## src/rtl/implication_responder_if.sv

```systemverilog
`default_nettype none
// ============================================================================
// Module      : implication_responder_if
// Description : Request/acknowledge bundle for implication_responder.
//               The master modport is the requester/consumer side. The slave
//               modport is the responder side.
//   req_valid   master->slave  request present
//   req_tag     master->slave  request tag [TAG_W]
//   req_ready   slave->master  responder can accept
//   ack_valid   slave->master  acknowledge present
//   ack_tag     slave->master  tag of the acknowledged request [TAG_W]
//   ack_ready   master->slave  consumer takes the acknowledge
//   outstanding slave->master  accepted, unacknowledged count
// Revision    : 1.0 - initial release
// ============================================================================
interface implication_responder_if #(
  parameter int TAG_W = 4,
  parameter int DEPTH = 4
);
  localparam int C_CNT_W = $clog2(DEPTH + 1);

  logic               req_valid;
  logic [TAG_W-1:0]   req_tag;
  logic               req_ready;
  logic               ack_valid;
  logic [TAG_W-1:0]   ack_tag;
  logic               ack_ready;
  logic [C_CNT_W-1:0] outstanding;

  modport master (
    output req_valid, req_tag, ack_ready,
    input  req_ready, ack_valid, ack_tag, outstanding
  );

  modport slave (
    input  req_valid, req_tag, ack_ready,
    output req_ready, ack_valid, ack_tag, outstanding
  );
endinterface
`default_nettype wire

```

## src/rtl/implication_responder.sv

```systemverilog
`default_nettype none
// ============================================================================
// Module      : implication_responder
// Description : Bounded-latency request/acknowledge responder. Every accepted
//               request gets exactly one acknowledge with the same tag, in
//               request order. The acknowledge comes LATENCY cycles after
//               acceptance, or later if the acknowledge channel is stalled.
//               Accepted requests first pass through a delay line of
//               LATENCY-1 stages that never stalls. They then wait in a
//               DEPTH-entry output FIFO until the consumer takes them.
// Ports       : clk    - rising-edge clock
//               rst_n  - asynchronous active-low reset
//               rsp    - implication_responder_if.slave (req/ack channels and
//                        the outstanding count)
// Parameters  : LATENCY (1..8), DEPTH (1..16), TAG_W
// Options     : define IMPLICATION_RESPONDER_SVA_EN to compile in the
//               protocol assertions and covers
// Revision    : 1.0 - initial release
// ============================================================================
module implication_responder #(
  parameter int LATENCY = 2,
  parameter int DEPTH   = 4,
  parameter int TAG_W   = 4
) (
  input  wire logic              clk,
  input  wire logic              rst_n,
  implication_responder_if.slave rsp
);

  localparam int                 C_CNT_W     = $clog2(DEPTH + 1);
  localparam int                 C_PTR_W     = (DEPTH > 1) ? $clog2(DEPTH) : 1;
  localparam logic [C_CNT_W-1:0] C_DEPTH_CNT = C_CNT_W'(DEPTH);
  localparam logic [C_CNT_W-1:0] C_ONE_CNT   = C_CNT_W'(1);
  localparam logic [C_PTR_W-1:0] C_LAST_PTR  = C_PTR_W'(DEPTH - 1);
  localparam logic [C_PTR_W-1:0] C_ONE_PTR   = C_PTR_W'(1);

  logic [C_CNT_W-1:0] r_count;
  logic [C_CNT_W-1:0] r_fifo_cnt;
  logic [C_PTR_W-1:0] r_rd_ptr;
  logic [C_PTR_W-1:0] r_wr_ptr;
  logic [TAG_W-1:0]   r_mem [DEPTH];

  logic               w_req_ready;
  logic               w_accept;
  logic               w_ack_valid;
  logic               w_ack_hs;
  logic               w_fifo_wr;
  logic [TAG_W-1:0]   w_fifo_wr_tag;

  // The ready signal depends only on the registered count. It never
  // depends on req_valid, so the request side sees no combinational loop.
  assign w_req_ready = (r_count < C_DEPTH_CNT);
  assign w_accept    = rsp.req_valid && w_req_ready;
  assign w_ack_valid = (r_fifo_cnt != '0);
  assign w_ack_hs    = w_ack_valid && rsp.ack_ready;

  assign rsp.req_ready   = w_req_ready;
  assign rsp.ack_valid   = w_ack_valid;
  // Forced to zero when the FIFO is empty. The memory is not reset, so
  // this keeps ack_tag at 0 after reset.
  assign rsp.ack_tag     = w_ack_valid ? r_mem[r_rd_ptr] : '0;
  assign rsp.outstanding = r_count;

  // --------------------------------------------------------------------------
  // Delay line. It shifts every cycle, so a tag reaches the FIFO write port
  // exactly LATENCY-1 cycles after it was accepted. The FIFO write then adds
  // the last cycle of latency.
  // --------------------------------------------------------------------------
  generate
    if (LATENCY > 1) begin : g_line
      logic [LATENCY-2:0] r_vld;
      logic [TAG_W-1:0]   r_tag [LATENCY-1];

      always_ff @(posedge clk or negedge rst_n) begin
        if (!rst_n) begin
          r_vld <= '0;
          for (int i = 0; i < LATENCY - 1; i++) begin
            r_tag[i] <= '0;
          end
        end else begin
          r_vld[0] <= w_accept;
          r_tag[0] <= rsp.req_tag;
          for (int i = 1; i < LATENCY - 1; i++) begin
            r_vld[i] <= r_vld[i-1];
            r_tag[i] <= r_tag[i-1];
          end
        end
      end

      assign w_fifo_wr     = r_vld[LATENCY-2];
      assign w_fifo_wr_tag = r_tag[LATENCY-2];
    end else begin : g_direct
      assign w_fifo_wr     = w_accept;
      assign w_fifo_wr_tag = rsp.req_tag;
    end
  endgenerate

  // --------------------------------------------------------------------------
  // Output FIFO. The number of entries in the delay line plus the FIFO
  // never exceeds the outstanding count, and that count is at most DEPTH.
  // So a write never finds the FIFO full and needs no guard.
  // --------------------------------------------------------------------------
  always_ff @(posedge clk) begin
    if (w_fifo_wr) begin
      r_mem[r_wr_ptr] <= w_fifo_wr_tag;
    end
  end

  always_ff @(posedge clk or negedge rst_n) begin
    if (!rst_n) begin
      r_wr_ptr   <= '0;
      r_rd_ptr   <= '0;
      r_fifo_cnt <= '0;
    end else begin
      if (w_fifo_wr) begin
        r_wr_ptr <= (r_wr_ptr == C_LAST_PTR) ? '0 : r_wr_ptr + C_ONE_PTR;
      end
      if (w_ack_hs) begin
        r_rd_ptr <= (r_rd_ptr == C_LAST_PTR) ? '0 : r_rd_ptr + C_ONE_PTR;
      end
      case ({w_fifo_wr, w_ack_hs})
        2'b10:   r_fifo_cnt <= r_fifo_cnt + C_ONE_CNT;
        2'b01:   r_fifo_cnt <= r_fifo_cnt - C_ONE_CNT;
        default: r_fifo_cnt <= r_fifo_cnt;
      endcase
    end
  end

  // --------------------------------------------------------------------------
  // Outstanding counter: accepted requests that have not been acknowledged.
  // --------------------------------------------------------------------------
  always_ff @(posedge clk or negedge rst_n) begin
    if (!rst_n) begin
      r_count <= '0;
    end else begin
      case ({w_accept, w_ack_hs})
        2'b10:   r_count <= r_count + C_ONE_CNT;
        2'b01:   r_count <= r_count - C_ONE_CNT;
        default: r_count <= r_count;
      endcase
    end
  end

`ifdef IMPLICATION_RESPONDER_SVA_EN
  
  

  
  
  

  // With nothing in flight, the answer to an accept cannot be held back
  // by older entries, so it must appear after exactly LATENCY cycles.
  generate
    if (LATENCY == 1) begin : g_sva_lat1
      
    end else begin : g_sva_latn
      
    end
  endgenerate

  
  
`endif

endmodule
`default_nettype wire

```

## src/flat_wrapper.sv

```systemverilog
// flat-port wrapper written by rule: the top's interface ports become plain ports
module implication_responder_flat 
#(
  parameter int LATENCY = 2,
  parameter int DEPTH   = 4,
  parameter int TAG_W   = 4
)
  (clk, rst_n, rsp_req_valid, rsp_req_tag, rsp_ack_ready, rsp_req_ready, rsp_ack_valid, rsp_ack_tag, rsp_outstanding);
  implication_responder_if #(.TAG_W(TAG_W), .DEPTH(DEPTH)) rsp_i ();
  input  wire logic clk;
  input  wire logic rst_n;
  input wire logic [$bits(rsp_i.req_valid)-1:0] rsp_req_valid;
  input wire logic [$bits(rsp_i.req_tag)-1:0] rsp_req_tag;
  input wire logic [$bits(rsp_i.ack_ready)-1:0] rsp_ack_ready;
  output wire logic [$bits(rsp_i.req_ready)-1:0] rsp_req_ready;
  output wire logic [$bits(rsp_i.ack_valid)-1:0] rsp_ack_valid;
  output wire logic [$bits(rsp_i.ack_tag)-1:0] rsp_ack_tag;
  output wire logic [$bits(rsp_i.outstanding)-1:0] rsp_outstanding;
  assign rsp_i.req_valid = rsp_req_valid;
  assign rsp_i.req_tag = rsp_req_tag;
  assign rsp_i.ack_ready = rsp_ack_ready;
  assign rsp_req_ready = rsp_i.req_ready;
  assign rsp_ack_valid = rsp_i.ack_valid;
  assign rsp_ack_tag = rsp_i.ack_tag;
  assign rsp_outstanding = rsp_i.outstanding;
  implication_responder #(.LATENCY(LATENCY), .DEPTH(DEPTH), .TAG_W(TAG_W)) u_core (.clk(clk), .rst_n(rst_n), .rsp(rsp_i));
endmodule
```

## config.mk

```make
export PLATFORM = sky130hd
export DESIGN_NAME = implication_responder_flat
export DESIGN_NICKNAME = d
export VERILOG_FILES = /design/src/rtl/implication_responder_if.sv /design/src/rtl/implication_responder.sv /design/src/flat_wrapper.sv
export SDC_FILE = /design/constraint.sdc
export NUM_CORES = 1
export LEC_CHECK = 0
export ABC_AREA = 1
export ABC_CLOCK_PERIOD_IN_PS = 1700
export CORE_ASPECT_RATIO = 0.8
export CORE_MARGIN = 4
export CORE_UTILIZATION = 49
export DETAILED_ROUTE_END_ITERATION = 8
export GPL_TIMING_DRIVEN = 0
export PLACE_DENSITY_LB_ADDON = 0.2
export SKIP_CTS_REPAIR_TIMING = 1
export SLEW_MARGIN = 20
export SYNTH_ARGS = -nofsm -noshare
export SYNTH_HDL_FRONTEND = slang
export SYNTH_SLANG_ARGS = --single-unit
export TNS_END_PERCENT = 20
```

## constraint.sdc

```tcl
create_clock -name clk -period 1.7 [get_ports clk]
set_input_delay 0.17 -clock clk [delete_from_list [all_inputs] [get_ports clk]]
set_output_delay 0.17 -clock clk [all_outputs]
set_load 0.1 [all_outputs]
```

# Yosys cells after proc, flatten, opt, wreduce, memory -nomap -nowiden
# Memory sizes are Yosys's and may differ from the RTL's.
# Cells that the tools add are included.
# classes
add_sub_neg	6
order_cmp	1
n_eq_ne	6
n_mux	7
reduce_logical	5
# op_table
operator	n
$pmux 3 s2	2
$eq 2x2->1 const B	4
$add 3x1->3 const B	2
$sub 3x1->3 const B	2
$add 2x1->2 const B	2
$eq 2x1->1 const B	2
$mux 2	2
$mux 4	1
$reduce_bool 2->1	2
$lt 3x3->1 const B	1
$reduce_bool 3->1	1
$logic_and 1x1->1	2
$mux 1	2
# word_totals
out_inout_bits	9
ramBits	16
reg_bits	15
inputBits	8
n_memories	1
# mem_list
memory	depth	word_bits	rd	rd_ports_with_merged_regs	write_ports	line_no	rtl
u_core.r_mem	4	4	1	0	1	implication_responder.sv:41	logic [TAG_W-1:0] r_mem [DEPTH];

# Logic depth before layout (Yosys ltp)
# Gate-level depths: netlist of the first run.
# depth
depth_word	4
mapped_depth	12
mapped_depth_nobuf	12

# Worst setup path before layout of the first run
# Ideal clock, no wire load.
# synth_path
kind	register -> register
startpoint	register u_core.r_count[2] (netlist: u_core.rsp.outstanding[2])
endpoint	register u_core.r_count[2] (netlist: u_core.rsp.outstanding[2])
setup_time_ps	122
arrival_time_ps	2691
stages_incl_launch_ff	10
required_time_ps	1578
slack_ps	-1114
cell_sequence	dfrtp_1 > inv_1 > nand2_1 > ha_1 > inv_1 > fa_1 > nand2_1 > nand3_1 > nand2_1 > nand2_1
# synth_between
elab_chain_len	4
word_cells_on_any_way	8
classes_between	2 x add/sub; 1 x order compare; 2 x eq/ne; 1 x mux; 2 x reduce/logical
# synth_lines
element	line_no	rtl
from (decl)	implication_responder.sv:37	logic [C_CNT_W-1:0] r_count;
from (signal assigned)	implication_responder.sv:137	2'b10: r_count <= r_count + C_ONE_CNT;
from (signal assigned)	implication_responder.sv:138	2'b01: r_count <= r_count - C_ONE_CNT;
from (signal assigned)	implication_responder.sv:139	default: r_count <= r_count;
$lt 3x3->1 (*)	implication_responder.sv:52	assign w_req_ready = (r_count < C_DEPTH_CNT);
net rsp_req_ready	flat_wrapper.sv:15	output wire logic [$bits(rsp_i.req_ready)-1:0] rsp_req_ready;
$logic_and 1x1->1 (*)	implication_responder.sv:53	assign w_accept = rsp.req_valid && w_req_ready;
$eq 2x1->1 / $eq 2x2->1 (equally long branches)	implication_responder.sv:136	case ({w_accept, w_ack_hs})
$pmux 3 s2 / $reduce_bool 2->1 (equally long branches)	-	
# The timed path passes the listed nets; every way through them passes the cells marked *.
# A chain may end at the register's enable or synchronous reset.

# Final worst setup path of the first run
# layout_path
startpoint	register u_core.r_fifo_cnt[1]
endpoint	register u_core.r_fifo_cnt[1]
# layout_between
elab_chain_len	4
word_cells_on_any_way	8
classes_between	2 x add/sub; 2 x eq/ne; 1 x mux; 3 x reduce/logical
# layout_lines
element	line_no	rtl
from (decl)	implication_responder.sv:38	logic [C_CNT_W-1:0] r_fifo_cnt;
from (signal assigned)	implication_responder.sv:122	2'b10: r_fifo_cnt <= r_fifo_cnt + C_ONE_CNT;
from (signal assigned)	implication_responder.sv:123	2'b01: r_fifo_cnt <= r_fifo_cnt - C_ONE_CNT;
from (signal assigned)	implication_responder.sv:124	default: r_fifo_cnt <= r_fifo_cnt;
$reduce_bool 3->1 (*)	implication_responder.sv:54	assign w_ack_valid = (r_fifo_cnt != '0);
$logic_and 1x1->1 (*)	implication_responder.sv:55	assign w_ack_hs = w_ack_valid && rsp.ack_ready;
net u_core.w_ack_hs	implication_responder.sv:46	logic w_ack_hs;
$eq 2x1->1 / $eq 2x2->1 (equally long branches)	implication_responder.sv:121	case ({w_fifo_wr, w_ack_hs})
$pmux 3 s2 / $reduce_bool 2->1 (equally long branches)	-	
# Marked as above.

==> results.txt, run 1 <==
During synthesis, Yosys emitted a total of 0 warnings. The top cell types in the final layout, fill and taps aside, are inv_1, nand2_1, edfxtp_1. The tools report the number of buffers created by CTS as 5.

For the total die area, the log shows 0.003867 mm². STA puts the critical path data required time at 1.90 ns. The fraction of layout cells with a size suffix above 1 was 0.1765. The layout net count was 186; the placer congestion estimate was 0.7340.

The via total after detailed routing came out at 925. Dividing the synthesized area by the synthesized cell count gives 9.838 µm². Timing analysis after detailed placement gives a worst setup slack of -0.4401 ns. Yosys mapped the design onto 18 distinct sky130hd cell types. After detailed routing, the number of vias per cell comes to 4.447. The initial standard-cell utilization of the core came out at 0.5155. The tools report the worst-skew pair later-pin latency as 0.27 ns.

Setup repair after global routing could not meet its margin everywhere. Summed over all nets, the half-perimeter wirelength after detailed placement is 1.779 mm. The run gives 72 as the starting DRC count in detailed routing. The register area share after synthesis was 0.5958. The number of global-route vias before repair was 897.

The min-delay analysis places its worst path in the category input port to asynchronous set/reset pin. The global-route usage over all layers is 0.1345, and the slew at the pin closest to its max-slew limit is 0.9688 ns. The worst setup path is captured at a flop. The final number of max-transition violations was 0; the number of failing setup endpoints in the final timing report was 1.

Worst-case register-to-register setup slack: -0.02 ns. Max-cap violations in this run came to 0. The die boundary height is 56.43 µm, and the number of antenna violations at the first check in global routing is 0.

The run gives 0.004157 ns as the worst clock skew. Number of iterations in the first detailed-routing pass: 4. After synthesis the netlist holds a flip-flop and latch count of 31. The worst setup path is launched from a flop. Once detail routing completed, the nets flagged for antenna violations numbered 0. CTS built an H-tree with a depth of 2. For the total count of hold-check failures in the final report, the log shows 0.

The origin of the worst setup path is u_core.r_fifo_cnt[1]$_DFFE_PN0P_. The worst relative slew slack came out at 0.3531. In this run the worst path has a maximum fanout of 4. The total of fill cells in the finished design is 233. Compared with the post-synthesis result, the final layout area differs by 23.52%. The critical path data arrival time is 1.92 ns.

The flow ran to the end, but the final reports show violations. The floorplan has 17 rows. The tools report the root buffer cell as clkbuf_8.

The period utilization was 1.012; the post-route DRC violation count was 0. No sink is reached through more buffers than the 2 on the longest clock path. Global routing finished with a remaining overflow of 0. For this design, the sink count on the clock tree is 31.

The final layout contains routed wiring with a total length of 2.323 mm. The first global-routing pass estimated 3.808 mm of wire. The core region is 0.002786 mm². For the total nets after synthesis, the log shows 163.

The number of primary I/O pins was 17. The tools report the worst setup margin as -0.02010 ns. The die is 68.53 µm wide.

The number of antenna cells inserted came out at 0. The checks that failed: setup timing. Area taken by multi-input logic gates: 465.4 µm². Sequential cell area: 859.6 µm².

Clock-pin slew was measured on the worst setup and hold paths at 0.06 ns. For the summed instance area of the synthesized netlist, the log shows 0.001436 mm². The synthesized instance count came out at 146. The final period demand of the worst path was 1.720 ns. Entering global routing, the biggest net connects 16 pins. TritonCTS built the clock tree.

In the final routed layout, each cell accounts on average for 11.17 µm. In this run the critical register-to-register path is launched from u_core.r_fifo_cnt[1]$_DFFE_PN0P_. For this run, the top clock speed supported by timing is 581.4 MHz.

In this run the tool buffered the top-level ports with 16 buffer cells. The type of the setup path with the least slack was flop to flop.
==> synth_stat cells <==
library cell  number  area (µm²)
a21oi_1            4       20.02
buf_6              1       11.26
clkbuf_1           1       3.750
dfrtp_1           15       375.4
edfxtp_1          16       480.5
fa_1               2       40.04
ha_1               7       87.58
inv_1             39       146.4
inv_2              1       3.750
nand2_1           38       142.6
nand3_1           10       50.05
nand3_2            1       10.01
nand4_1            2       12.51
nor2_1             1       3.750
o21ai_0            4       20.02
o21ai_1            1       5.000
or2_0              1       6.260
xnor2_1            2       17.52
==> area by class of cell <==
cell class	count	area share
Buffer	2	0.009168
Tap cell	38	0.02680
Timing Repair Buffer	16	0.08322
Inverter	40	0.08815
Clock buffer	7	0.04302
Sequential cell	31	0.4845
Clock inverter	1	0.002821
Multi-Input combinational cell	73	0.2623
==> registers in the layout (all words and copies together) (netlist names) <==
signal and count:
u_core.r_mem 16, u_core.g_line.r_tag 4, u_core.r_fifo_cnt 3, u_core.rsp.outstanding 3, u_core.r_rd_ptr 2, u_core.r_wr_ptr 2
u_core.g_line.r_vld 1
==> worst paths after layout <==
kind                            depth (start not counted)                               endpoint
min in group clk                                        1       u_core.g_line.r_tag[2]$_DFF_PN0_
max in group asynchronous                               1  u_core.rsp.outstanding[2]$_DFFE_PN0P_
worst min register to register                          2       u_core.r_fifo_cnt[2]$_DFFE_PN0P_
worst max register to register                          8       u_core.r_fifo_cnt[1]$_DFFE_PN0P_
worst min-delay path                                    1       u_core.r_fifo_cnt[2]$_DFFE_PN0P_
worst max-delay path                                    8       u_core.r_fifo_cnt[1]$_DFFE_PN0P_
==> metal layers <==
layer | GRT usage | vias up | routed length, µm | share of wire
met2 | 0.1891 | 16 | 1053 | 0.45
met5 | 0 | - | 0 | 0
met1 | 0.1872 | 417 | 1124 | 0.48
met3 | 0.04400 | 4 | 107 | 0.046
met4 | 0.05949 | 0 | 38 | 0.016
li1 | - | 488 | - | -
==> per-stage QoR <==
step           cell area, µm²  setup TNS, ns  utilization  hold WS, ns  instances
4_1_cts                  1765         -5.014       0.6336       0.3251        208
3_3_place_gp             1684         -2.374       0.6044       0.4567        200
5_1_grt                  1774        -0.3130       0.6367       0.3281        208
3_5_place_dp             1684         -2.613       0.6044       0.4690        200
2_1_floorplan            1476         -4.081            -      -0.1256        146
6_report                 1774       -0.02010       0.6367       0.3085        208
==> kinds of logic (layout without fill, tap and decap cells) <==
logic type | Yosys count | in the layout | share of synthesized area
XOR/XNOR | 2 | 2 | 0.01220
adder cells (fa/ha/maj) | 9 | 9 | 0.08885
buffers and inverters | 42 | 66 | 0.1150
AO/OA/AOI/OAI | 9 | 9 | 0.03136
flip-flops | 31 | 31 | 0.5958
AND/OR/NAND/NOR | 53 | 53 | 0.1568
==> worst max-delay path, cell delays in order (launching register included) <==
cell	delay [ns]
dfrtp_1	0.39
inv_1	0.12
nand3_2	0.12
nand2_2	0.13
inv_4	0.06
ha_4	0.15
inv_1	0.09
fa_2	0.44
o21ai_1	0.15
Power of run 1 is not shown: default switching activity piles up to over one toggle a cycle in this logic, so the estimate is an artifact.
==> run 2, diff against run 1 <==
SKIP_CTS_REPAIR_TIMING = not set   (was 1)
==> run 2 against run 1 <==
Against the previous run: critical endpoint unchanged; routed wire length grew 7.9%; the flow still finishes with violations (setup timing); flip-flop and latch count is the same; critical path depth is the same; setup slack lost 0.12 ns; non-clock buffer count grew 1.
==> results.txt, run 2 (synthesis gave the netlist of run 1 again) <==
The total of fill cells in the finished design was 234 (was 233); the first-pass GRT wire length was 3.808 mm (unchanged). The most used routing layer in global routing was met2 (unchanged). The tools report the number of levels the H-tree was split into as 2 (unchanged).

For the final core utilization, the log shows 0.6354 (was 0.6367). Critical path data arrival time: 2.03 ns (was 1.92 ns). The number of buffers created by CTS is 5 (unchanged), and the number of primary I/O pins is 17 (unchanged). The maximum buffer depth of the clock tree is 2 (unchanged). The count of standard-cell rows was 17 (unchanged). The logs give 2.506 mm (was 2.323 mm) for the total wire length after detailed routing and 0 for the hold buffer count at cts. The pin count of the biggest net entering global routing was 16 (unchanged); the number of failing setup endpoints in the final timing report was 2 (was 1).

The worst-skew pair later-pin latency was 0.27 ns (about the same). The run gives 0.003867 mm² (unchanged) as the total die area. The classification of the worst-slack hold path was input port to asynchronous set/reset pin (unchanged). The nature of the critical path startpoint is a flop (unchanged). The number of antenna cells inserted was 0 (unchanged); the placer congestion estimate was 0.7340 (unchanged). The number of routed nets with antenna violations was 0 (unchanged).

The flow ran to the end, but the final reports show violations. The non-filler instance count after layout is 209 (was 208). Setup repair after global routing could not meet its margin everywhere.

Area of the core: 0.002786 mm² (unchanged). The logs give 0 (unchanged) for the post-route DRC violation count and 0 (unchanged) for the total count of hold-check failures in the final report. The most flop-heavy register was u_core.r_mem (unchanged).

The run gives -0.1400 ns (was -0.02010 ns) as the worst setup margin. Worst relative slew slack: 0.3648 (was 0.3531). The number of iterations in the first detailed-routing pass was 4 (unchanged); the global routing usage on met3 was 0.04400 (unchanged).

The final period demand of the worst path is 1.840 ns (was 1.720 ns). The tools report the worst-case register-to-register setup slack as -0.14 ns (was -0.02 ns). Root buffer cell: clkbuf_8 (unchanged). Largest regs: u_core.r_mem: 16 flops, u_core.g_line.r_tag: 4 flops (unchanged).

The clock sink count was 31 (unchanged). The type of the setup path with the least slack is flop to flop (unchanged). Violated checks: setup timing (unchanged).

The signed area change from the synthesized netlist to the final layout was 23.26% (was 23.52%). The number of placed instances with taps included was 200 (unchanged). The pre-CTS setup slack was -0.4401 ns (unchanged). The run gives 543.5 MHz (was 581.4 MHz) as the upper clock frequency limit. The data required time at the worst endpoint was 1.89 ns (was 1.90 ns); the fraction of layout cells with a size suffix above 1 was 0.1871 (was 0.1765). The number of antenna violations at the first check in global routing came out at 0 (unchanged). The layout net count was 187 (was 186). The logs give 897 (unchanged) for the number of global-route vias before repair and 0.1345 (unchanged) for the global-route usage over all layers.

Per-cell via count in the routed design: 4.603 (was 4.447). The clock input transition at the sequential cells of the worst setup and hold paths was 0.06 ns (about the same). The sum of overflow across all layers after global routing is 0 (unchanged).

The HPWL after detailed placement came out at 1.779 mm (unchanged). The number of max-cap violations was 0 (unchanged); the slew at the pin closest to its max-slew limit was 0.9566 ns (was 0.9688 ns). Global routing usage on met2: 0.1891 (unchanged). The via total after detailed routing is 962 (was 925), and the period utilization is 1.082 (was 1.012).

For the final number of max-transition violations, the log shows 0 (unchanged). Endpoint class of the critical path: a flop (unchanged). Most frequent cells in the layout: inv_1, nand2_1, edfxtp_1 (unchanged).

The number of flip-flops in the largest register came out at 16 (unchanged). The worst clock skew is 0.005510 ns (was 0.004157 ns), and the starting DRC count in detailed routing is 53 (was 72). The highest net fanout along the worst path was 4 (unchanged); the initial standard-cell utilization of the core was 0.5155 (unchanged). The die boundary height is 56.43 µm (unchanged). The number of buffers added on ports is 16 (unchanged). Die extent in x: 68.53 µm (unchanged).

For the routing usage on met1, the log shows 0.1872 (unchanged). TritonCTS built the clock tree. The routed length per placed instance works out to 11.99 µm (was 11.17 µm).
-- run 2: path summary, 6_finish.rpt --
kind	start	end	depth (start not counted)
min reg2reg	u_core.r_fifo_cnt[2]$_DFFE_PN0P_	u_core.r_fifo_cnt[2]$_DFFE_PN0P_	2
min in group clk	rsp_req_tag[2]	u_core.g_line.r_tag[2]$_DFF_PN0_	1
min	rst_n	u_core.r_fifo_cnt[2]$_DFFE_PN0P_	1
max in group asynchronous	rst_n	u_core.rsp.outstanding[2]$_DFFE_PN0P_	1
max reg2reg	u_core.r_fifo_cnt[1]$_DFFE_PN0P_	u_core.r_fifo_cnt[1]$_DFFE_PN0P_	8
max	u_core.r_fifo_cnt[1]$_DFFE_PN0P_	u_core.r_fifo_cnt[1]$_DFFE_PN0P_	8
-- run 2: timing repair --
| action | in CTS | in global routing |
|---|---|---|
| gates cloned | 0 | 0 |
| setup endpoints to repair | 13 | 7 |
| setup buffers | 0 | 1 |
| gates resized for setup | 36 | 9 |
-- run 2: stage by stage --
stage | hold WS, ns | instance area (µm²) | setup TNS (ns)
finish | 0.3078 | 1770 | -0.1995
global route | 0.3281 | 1770 | -0.4956
CTS | 0.3251 | 1757 | -0.2777
detailed placement | 0.4690 | 1684 | -2.613
global placement | 0.4567 | 1684 | -2.374
floorplan | -0.1256 | 1476 | -4.081
-- run 2: cell type report --
cell class | count | area [µm²] | share of cell area
plain buffers | 2 | 15.01 | 0.008481
clock buffers | 7 | 76.32 | 0.04311
clock inverters | 1 | 5.005 | 0.002827
inverters | 40 | 156.4 | 0.08834
multi-input cells | 73 | 460.4 | 0.2601
flip-flops and latches | 31 | 859.6 | 0.4855
well taps | 38 | 47.55 | 0.02686
repair buffers | 17 | 150.1 | 0.08481
-- run 2: worst max-delay path: stages, from the launching register on --
cell	delay, ns
dfrtp_1	0.38
inv_1	0.15
nand3_2	0.14
nand2_4	0.12
inv_4	0.05
ha_2	0.16
inv_1	0.12
fa_2	0.48
o21ai_1	0.16
-- run 2: routing by layer --
metal  up-vias  wire, µm
li1        490         -
met1       437      1152
met2        27      1180
met3         8       130
met4         0        42
met5         -         0
Power of run 2 is left out for the same reason.
